`src/rtl/ddr_req_queue.sv`:
```
// DDR request queue: validates timestamped requests, buffers them in a
// DEPTH-entry FIFO and retires each one SERVICE_LAT cycles after acceptance
// with bank group / bank / row / column decoded from the address.
// Optional statistics counters are built when DDR_REQ_Q_STATS_EN is defined;
// otherwise the stat ports are tied to zero.
module ddr_req_queue #(
    parameter int DEPTH       = 16,
    parameter int SERVICE_LAT = 100,
    parameter int TIME_W      = 32
) (
    input  logic                       clk,
    input  logic                       rst_n,
    input  logic                       in_valid,
    output logic                       in_ready,
    input  logic [TIME_W-1:0]          in_time,
    input  logic [1:0]                 in_op,
    input  logic [31:0]                in_addr,
    output logic                       out_valid,
    output logic [1:0]                 out_op,
    output logic [31:0]                out_addr,
    output logic [1:0]                 out_bg,
    output logic [1:0]                 out_bank,
    output logic [13:0]                out_row,
    output logic [10:0]                out_col,
    output logic [$clog2(DEPTH):0]     occupancy,
    output logic                       err_op,
    output logic                       err_time,
    output logic [TIME_W-1:0]          stat_accepted,
    output logic [TIME_W-1:0]          stat_retired,
    output logic [TIME_W-1:0]          stat_dropped,
    output logic [$clog2(DEPTH):0]     stat_hwm
);
    localparam int PTR_W = $clog2(DEPTH);
    localparam int CNT_W = PTR_W + 1;
    localparam logic [CNT_W-1:0]  FULL_CNT = CNT_W'(DEPTH);
    localparam logic [TIME_W-1:0] LAT      = TIME_W'(SERVICE_LAT);

    logic [1:0]        mem_op_r   [DEPTH];
    logic [31:0]       mem_addr_r [DEPTH];
    logic [TIME_W-1:0] mem_dl_r   [DEPTH];

    logic [TIME_W-1:0] now_r;
    logic [TIME_W-1:0] last_time_r;
    logic              have_prev_r;
    logic [PTR_W-1:0]  wr_ptr_r;
    logic [PTR_W-1:0]  rd_ptr_r;
    logic [CNT_W-1:0]  count_r;
    logic [CNT_W-1:0]  count_nxt_s;

    logic              hs_s;
    logic              op_bad_s;
    logic              time_bad_s;
    logic              push_s;
    logic              pop_s;
    logic [TIME_W-1:0] head_age_s;
    logic [31:0]       head_addr_s;

    // in_ready depends only on the registered count, so a retire in the same
    // cycle never lets a full queue accept.
    assign in_ready  = (count_r != FULL_CNT);
    assign occupancy = count_r;

    // Handshake qualification: illegal op has priority over timestamp order.
    always_comb begin
        hs_s       = in_valid && in_ready;
        op_bad_s   = hs_s && (in_op == 2'd3);
        time_bad_s = hs_s && !op_bad_s && have_prev_r && (in_time <= last_time_r);
        push_s     = hs_s && !op_bad_s && !time_bad_s;
    end

    // Head is due when (now - deadline) is non-negative in wrap-safe arithmetic.
    always_comb begin
        head_age_s  = now_r - mem_dl_r[rd_ptr_r];
        head_addr_s = mem_addr_r[rd_ptr_r];
        pop_s       = (count_r != {CNT_W{1'b0}}) &&
                      ((head_age_s >> (TIME_W - 1)) == {TIME_W{1'b0}});
    end

    // Next occupancy from push/pop combination.
    always_comb begin
        case ({push_s, pop_s})
            2'b10:   count_nxt_s = count_r + CNT_W'(1);
            2'b01:   count_nxt_s = count_r - CNT_W'(1);
            default: count_nxt_s = count_r;
        endcase
    end

    // Queue storage: payload and deadline written at the tail on push.
    always_ff @(posedge clk) begin
        if (push_s) begin
            mem_op_r[wr_ptr_r]   <= in_op;
            mem_addr_r[wr_ptr_r] <= in_addr;
            mem_dl_r[wr_ptr_r]   <= now_r + LAT;
        end else begin
            mem_op_r[wr_ptr_r]   <= mem_op_r[wr_ptr_r];
        end
    end

    // Control state: cycle counter, pointers, occupancy, timestamp history.
    always_ff @(posedge clk) begin
        if (!rst_n) begin
            now_r       <= {TIME_W{1'b0}};
            last_time_r <= {TIME_W{1'b0}};
            have_prev_r <= 1'b0;
            wr_ptr_r    <= {PTR_W{1'b0}};
            rd_ptr_r    <= {PTR_W{1'b0}};
            count_r     <= {CNT_W{1'b0}};
        end else begin
            now_r   <= now_r + TIME_W'(1);
            count_r <= count_nxt_s;
            if (push_s) begin
                wr_ptr_r    <= wr_ptr_r + PTR_W'(1);
                last_time_r <= in_time;
                have_prev_r <= 1'b1;
            end
            if (pop_s) begin
                rd_ptr_r <= rd_ptr_r + PTR_W'(1);
            end
        end
    end

    // Registered retire pulse, error pulses and held retire data.
    always_ff @(posedge clk) begin
        if (!rst_n) begin
            out_valid <= 1'b0;
            err_op    <= 1'b0;
            err_time  <= 1'b0;
            out_op    <= 2'd0;
            out_addr  <= 32'd0;
            out_bg    <= 2'd0;
            out_bank  <= 2'd0;
            out_row   <= 14'd0;
            out_col   <= 11'd0;
        end else begin
            out_valid <= pop_s;
            err_op    <= op_bad_s;
            err_time  <= time_bad_s;
            if (pop_s) begin
                out_op   <= mem_op_r[rd_ptr_r];
                out_addr <= head_addr_s;
                out_bg   <= head_addr_s[7:6];
                out_bank <= head_addr_s[9:8];
                out_row  <= head_addr_s[31:18];
                out_col  <= {head_addr_s[17:10], head_addr_s[5:3]};
            end
        end
    end

`ifdef DDR_REQ_Q_STATS_EN
    logic [TIME_W-1:0] acc_r;
    logic [TIME_W-1:0] ret_r;
    logic [TIME_W-1:0] drop_r;
    logic [CNT_W-1:0]  hwm_r;

    // Saturating event counters and occupancy high-water mark.
    always_ff @(posedge clk) begin
        if (!rst_n) begin
            acc_r  <= {TIME_W{1'b0}};
            ret_r  <= {TIME_W{1'b0}};
            drop_r <= {TIME_W{1'b0}};
            hwm_r  <= {CNT_W{1'b0}};
        end else begin
            if (push_s && (acc_r != {TIME_W{1'b1}})) begin
                acc_r <= acc_r + TIME_W'(1);
            end
            if (pop_s && (ret_r != {TIME_W{1'b1}})) begin
                ret_r <= ret_r + TIME_W'(1);
            end
            if ((op_bad_s || time_bad_s) && (drop_r != {TIME_W{1'b1}})) begin
                drop_r <= drop_r + TIME_W'(1);
            end
            if (count_nxt_s > hwm_r) begin
                hwm_r <= count_nxt_s;
            end
        end
    end

    assign stat_accepted = acc_r;
    assign stat_retired  = ret_r;
    assign stat_dropped  = drop_r;
    assign stat_hwm      = hwm_r;
`else
    assign stat_accepted = {TIME_W{1'b0}};
    assign stat_retired  = {TIME_W{1'b0}};
    assign stat_dropped  = {TIME_W{1'b0}};
    assign stat_hwm      = {CNT_W{1'b0}};
`endif

endmodule

```
`config.mk`:
```
export PLATFORM = sky130hd
export DESIGN_NAME = ddr_req_queue
export DESIGN_NICKNAME = d
export VERILOG_FILES = /design/src/rtl/ddr_req_queue.sv
export SDC_FILE = /design/constraint.sdc
export NUM_CORES = 1
export LEC_CHECK = 0
export ABC_AREA = 1
export ABC_CLOCK_PERIOD_IN_PS = 5800
export BUFFER_PORTS_ARGS = -buffer_cell sky130_fd_sc_hd__buf_2
export CORE_ASPECT_RATIO = 1.2
export CORE_UTILIZATION = 30
export CTS_BUF_LIST = sky130_fd_sc_hd__clkbuf_8 sky130_fd_sc_hd__clkbuf_16
export DETAILED_ROUTE_END_ITERATION = 8
export GPL_ROUTABILITY_DRIVEN = 0
export HOLD_SLACK_MARGIN = 0.05
export PLACE_DENSITY = 0.5
export SYNTH_ARGS = -nofsm -noshare
export SYNTH_HDL_FRONTEND = slang
export SYNTH_SLANG_ARGS = --single-unit
```
`constraint.sdc`:
```
create_clock -name clk -period 5.8 [get_ports clk]
set_input_delay 0.87 -clock clk [delete_from_list [all_inputs] [get_ports clk]]
set_output_delay 0.87 -clock clk [all_outputs]
set_load 0.05 [all_outputs]
```
==> run summary <==
status = finished, final reports clean
Clk pin slew, worst setup/hold paths = 0.06 ns
crit path buf inv count = 5
crit path capture = out_addr[8]
largest fanout on the critical path = 98
Slew Viols, Final = 0
CP required = 6.46 ns
Synth Cell Area = 48200 µm²
Synth warnings = 0
fin area = 54600 µm²
final critical-path share of the clock period = 88.0%
number of cells on the critical path = 20
Hold Crit Class = primary input to flip-flop
Placed Cells = 5927
Final Core Density = 34.4%
final hold vios = 0
clock latency on the worst-skew pair = 0.74 ns
first-pass GRT wire length = 190000 µm
CTS sink count = 1175
count of cell types in the netlist = 40
DR WL/cell = 20.9 µm
GRT overflow = 0
initial antenna violation count = 11
clock skew = 0.0499 ns
dpl ws = 0.677 ns
Max-slew headroom = 16.8%
H-tree depth = 3
sequential fraction of the synthesis area = 70.8%
pwr dens = 414 nW/µm²
vias in the first global route = 29.7k
RSZ-0062 raised after global routing = false
vias per cell = 4.96
Final Non-Filler Cells = 6138
Nets = 4074
final worst slack = 0.698 ns
highest clock rate = 196 MHz
asr flop ratio synth = 0%
DRC viols = 0
Starting DRT DRC Count = 2102
Yosys reg bits = 1175
largest net degree at the start of global routing = 225
crit path capture type = flip-flop
Chip Width = 368 µm
min Tclk post-route = 5.10 ns
Worst Reg-to-Reg Cells = 20
worst path arrival time = 5.77 ns
Fin Hold WS = 0.423 ns
Clock Tree Buf Depth = 3
Die H = 441 µm
CP startpoint kind = flip-flop
Die ar. = 162000 µm²
Post-CTS Setup Repair Bufs = 0
Post-Place Cell Area = 50900 µm²
CTS buffer count = 110
total power = 22.6 mW
setup_tns = 0 ns
crit-path max cell delay = 0.68 ns
P&R area growth vs syn = 13.5%
detailed placement HPWL = 66000 µm
Crit path top cell by count = nand2_1
total wire length = 128000 µm
Core Region = 159000 µm²
via count = 30.5k
CP delay by family, top = simple AND/OR/NAND/NOR gates
predominant post-synthesis flop cell = edfxtp_1
CP Cell Sequence = buf_12 > o21ai_0 > o221ai_1 > nand3_1 > nand2_1 > inv_1 > ha_1 > nand4_1 > nor3_1 > nor4b_1 > nand2_1 > nand2_1 > nand2_1 > nand2_2 > nand2_2 > inv_4 > buf_4 > buf_4 > o21ai_1 > a21oi_1
CTS Hold Bufs = 0
GRT Resource Usage Total = 15.5%
number of I/O pins = 242
Post-synth EDFFs = 1056
VDD IR max = 0.000467 V
Filler cells = 15.7k
std cell rows = 160
layout cell share with drive strength beyond 1 = 10.5%
reg2reg end = out_addr[8]
average size of a mapped cell = 12.4 µm²
final setup fails = 0
post-cts sizing count = 0
Slew @ Worst Pin = 1.24 ns
Leak = 17.9 nW
PortBufs = 140
gate count of the mapped netlist = 3876
max_cap viols = 0
R2R setup slack = 0.70 ns
Pre-antenna DRT Iters = 7
CP max stage cell = dfxtp_4
CTS tree = built
Initial Util = 30.3%
number of nets still failing antenna checks after routing = 0
Root Driver = clkbuf_16
CP Class = flip-flop to flip-flop
## flip-flops by register name, summed over array words and instances (netlist names), named ones only
name,flops
out_addr,32
out_op,2
last_time_r,32
wr_ptr_r,4
err_time,1
mem_dl_r,512
out_valid,1
now_r,32
have_prev_r,1
occupancy,5
err_op,1
mem_op_r,32
mem_addr_r,512
rd_ptr_r,4
## how the worst min path moves through the flow
stage | start | to | cells after the start
floorplan | have_prev_r | have_prev_r | 2
global placement | have_prev_r | have_prev_r | 2
detailed placement | have_prev_r | have_prev_r | 2
CTS | in_time[0] | last_time_r[0] | 3
global route | in_time[0] | last_time_r[0] | 3
finish | in_time[0] | last_time_r[0] | 3
## placed cells by master, fill, tap and decap left out, types with 4 or more instances in the layout
cell type      n
edfxtp_1    1056
nor2_1       645
clkinv_1      18
a21oi_1      127
o221ai_1     175
xnor2_1        4
nand2_1      178
nand4_1        9
ha_1          72
o21ai_1       59
clkinv_2      20
o22ai_1       79
buf_12        25
buf_4         53
dfxtp_1      115
nand2_2        4
nor2_4        16
dfxtp_4        4
nand3_1       60
inv_1        165
bufinv_16      8
nor3_1        26
o211ai_1      33
o21ai_0      598
xor2_1        30
nor4_1         6
clkinvlp_4     7
o21a_1         4
conb_1       101
clkbuf_8      17
a31oi_1       36
clkbuf_16    113
buf_2        139
nand3_2        4
## power breakdown
part           switching (mW)  leakage (nW)  internal [mW]
clock network            3.21          1.89           4.12
registers               0.214          10.2           9.50
logic                    4.15          5.78           1.46
## synth_stat cells (6+ instances only)
cell / number / area (µm²)
buf_2: 32 / 160
inv_1: 146 / 548
o21ai_0: 598 / 2990
buf_1: 14 / 52.6
nor2_1: 661 / 2480
buf_6: 8 / 90.1
nand2_1: 179 / 672
nand3_1: 60 / 300
nand4_1: 9 / 56.3
buf_4: 132 / 991
a21oi_1: 127 / 636
o211ai_1: 33 / 248
nor3_1: 26 / 130
nor4_1: 6 / 37.5
o21ai_1: 59 / 295
ha_1: 72 / 901
dfxtp_1: 119 / 2380
o22ai_1: 79 / 494
xor2_1: 30 / 263
clkbuf_1: 186 / 698
edfxtp_1: 1056 / 31700
a31oi_1: 36 / 225
o221ai_1: 175 / 1530
## cell type report
type,instances,area [µm²],share of cell area [%]
clock buffer,130,3060,5.60
sequential,1175,34100,62.4
tap,2106,2640,4.82
antenna,3,7.51,0.0137
inverter,151,596,1.09
clock inverter,78,648,1.19
timing repair buffer,217,1590,2.92
multi-input combinational,2278,12000,22.0
## kinds of logic (layout without fill, tap and decap cells)
group                      Yosys count  count (layout)  share of synthesized area (%)
DFF                               1175            1175                           70.8
AOI/OAI and AO/OA                 1118            1118                           13.5
and+or+nand+nor                    953             953                           7.85
buffers and inverters              523             576                           5.33
adders and majority gates           72              72                           1.87
xor gates and xnor gates            34              34                          0.618
other                                1             104                        0.00779
## routing by layer
| layer | track usage, % | vias up | routed length [µm] | share of wire (%) |
|---|---|---|---|---|
| met5 | 0 | - | 69 | 0.054 |
| met4 | 5.29 | 12 | 3270 | 2.6 |
| met3 | 2.14 | 193 | 5700 | 4.4 |
| met2 | 27.3 | 747 | 64500 | 50 |
| met1 | 19.5 | 15320 | 54700 | 43 |
| li1 | - | 14183 | - | - |
## worst min-delay path, cell delays in order
cell	delay, ns
buf_2	0.08
inv_1	0.04
a21oi_1	0.10
(Power assumes the default switching activity.)
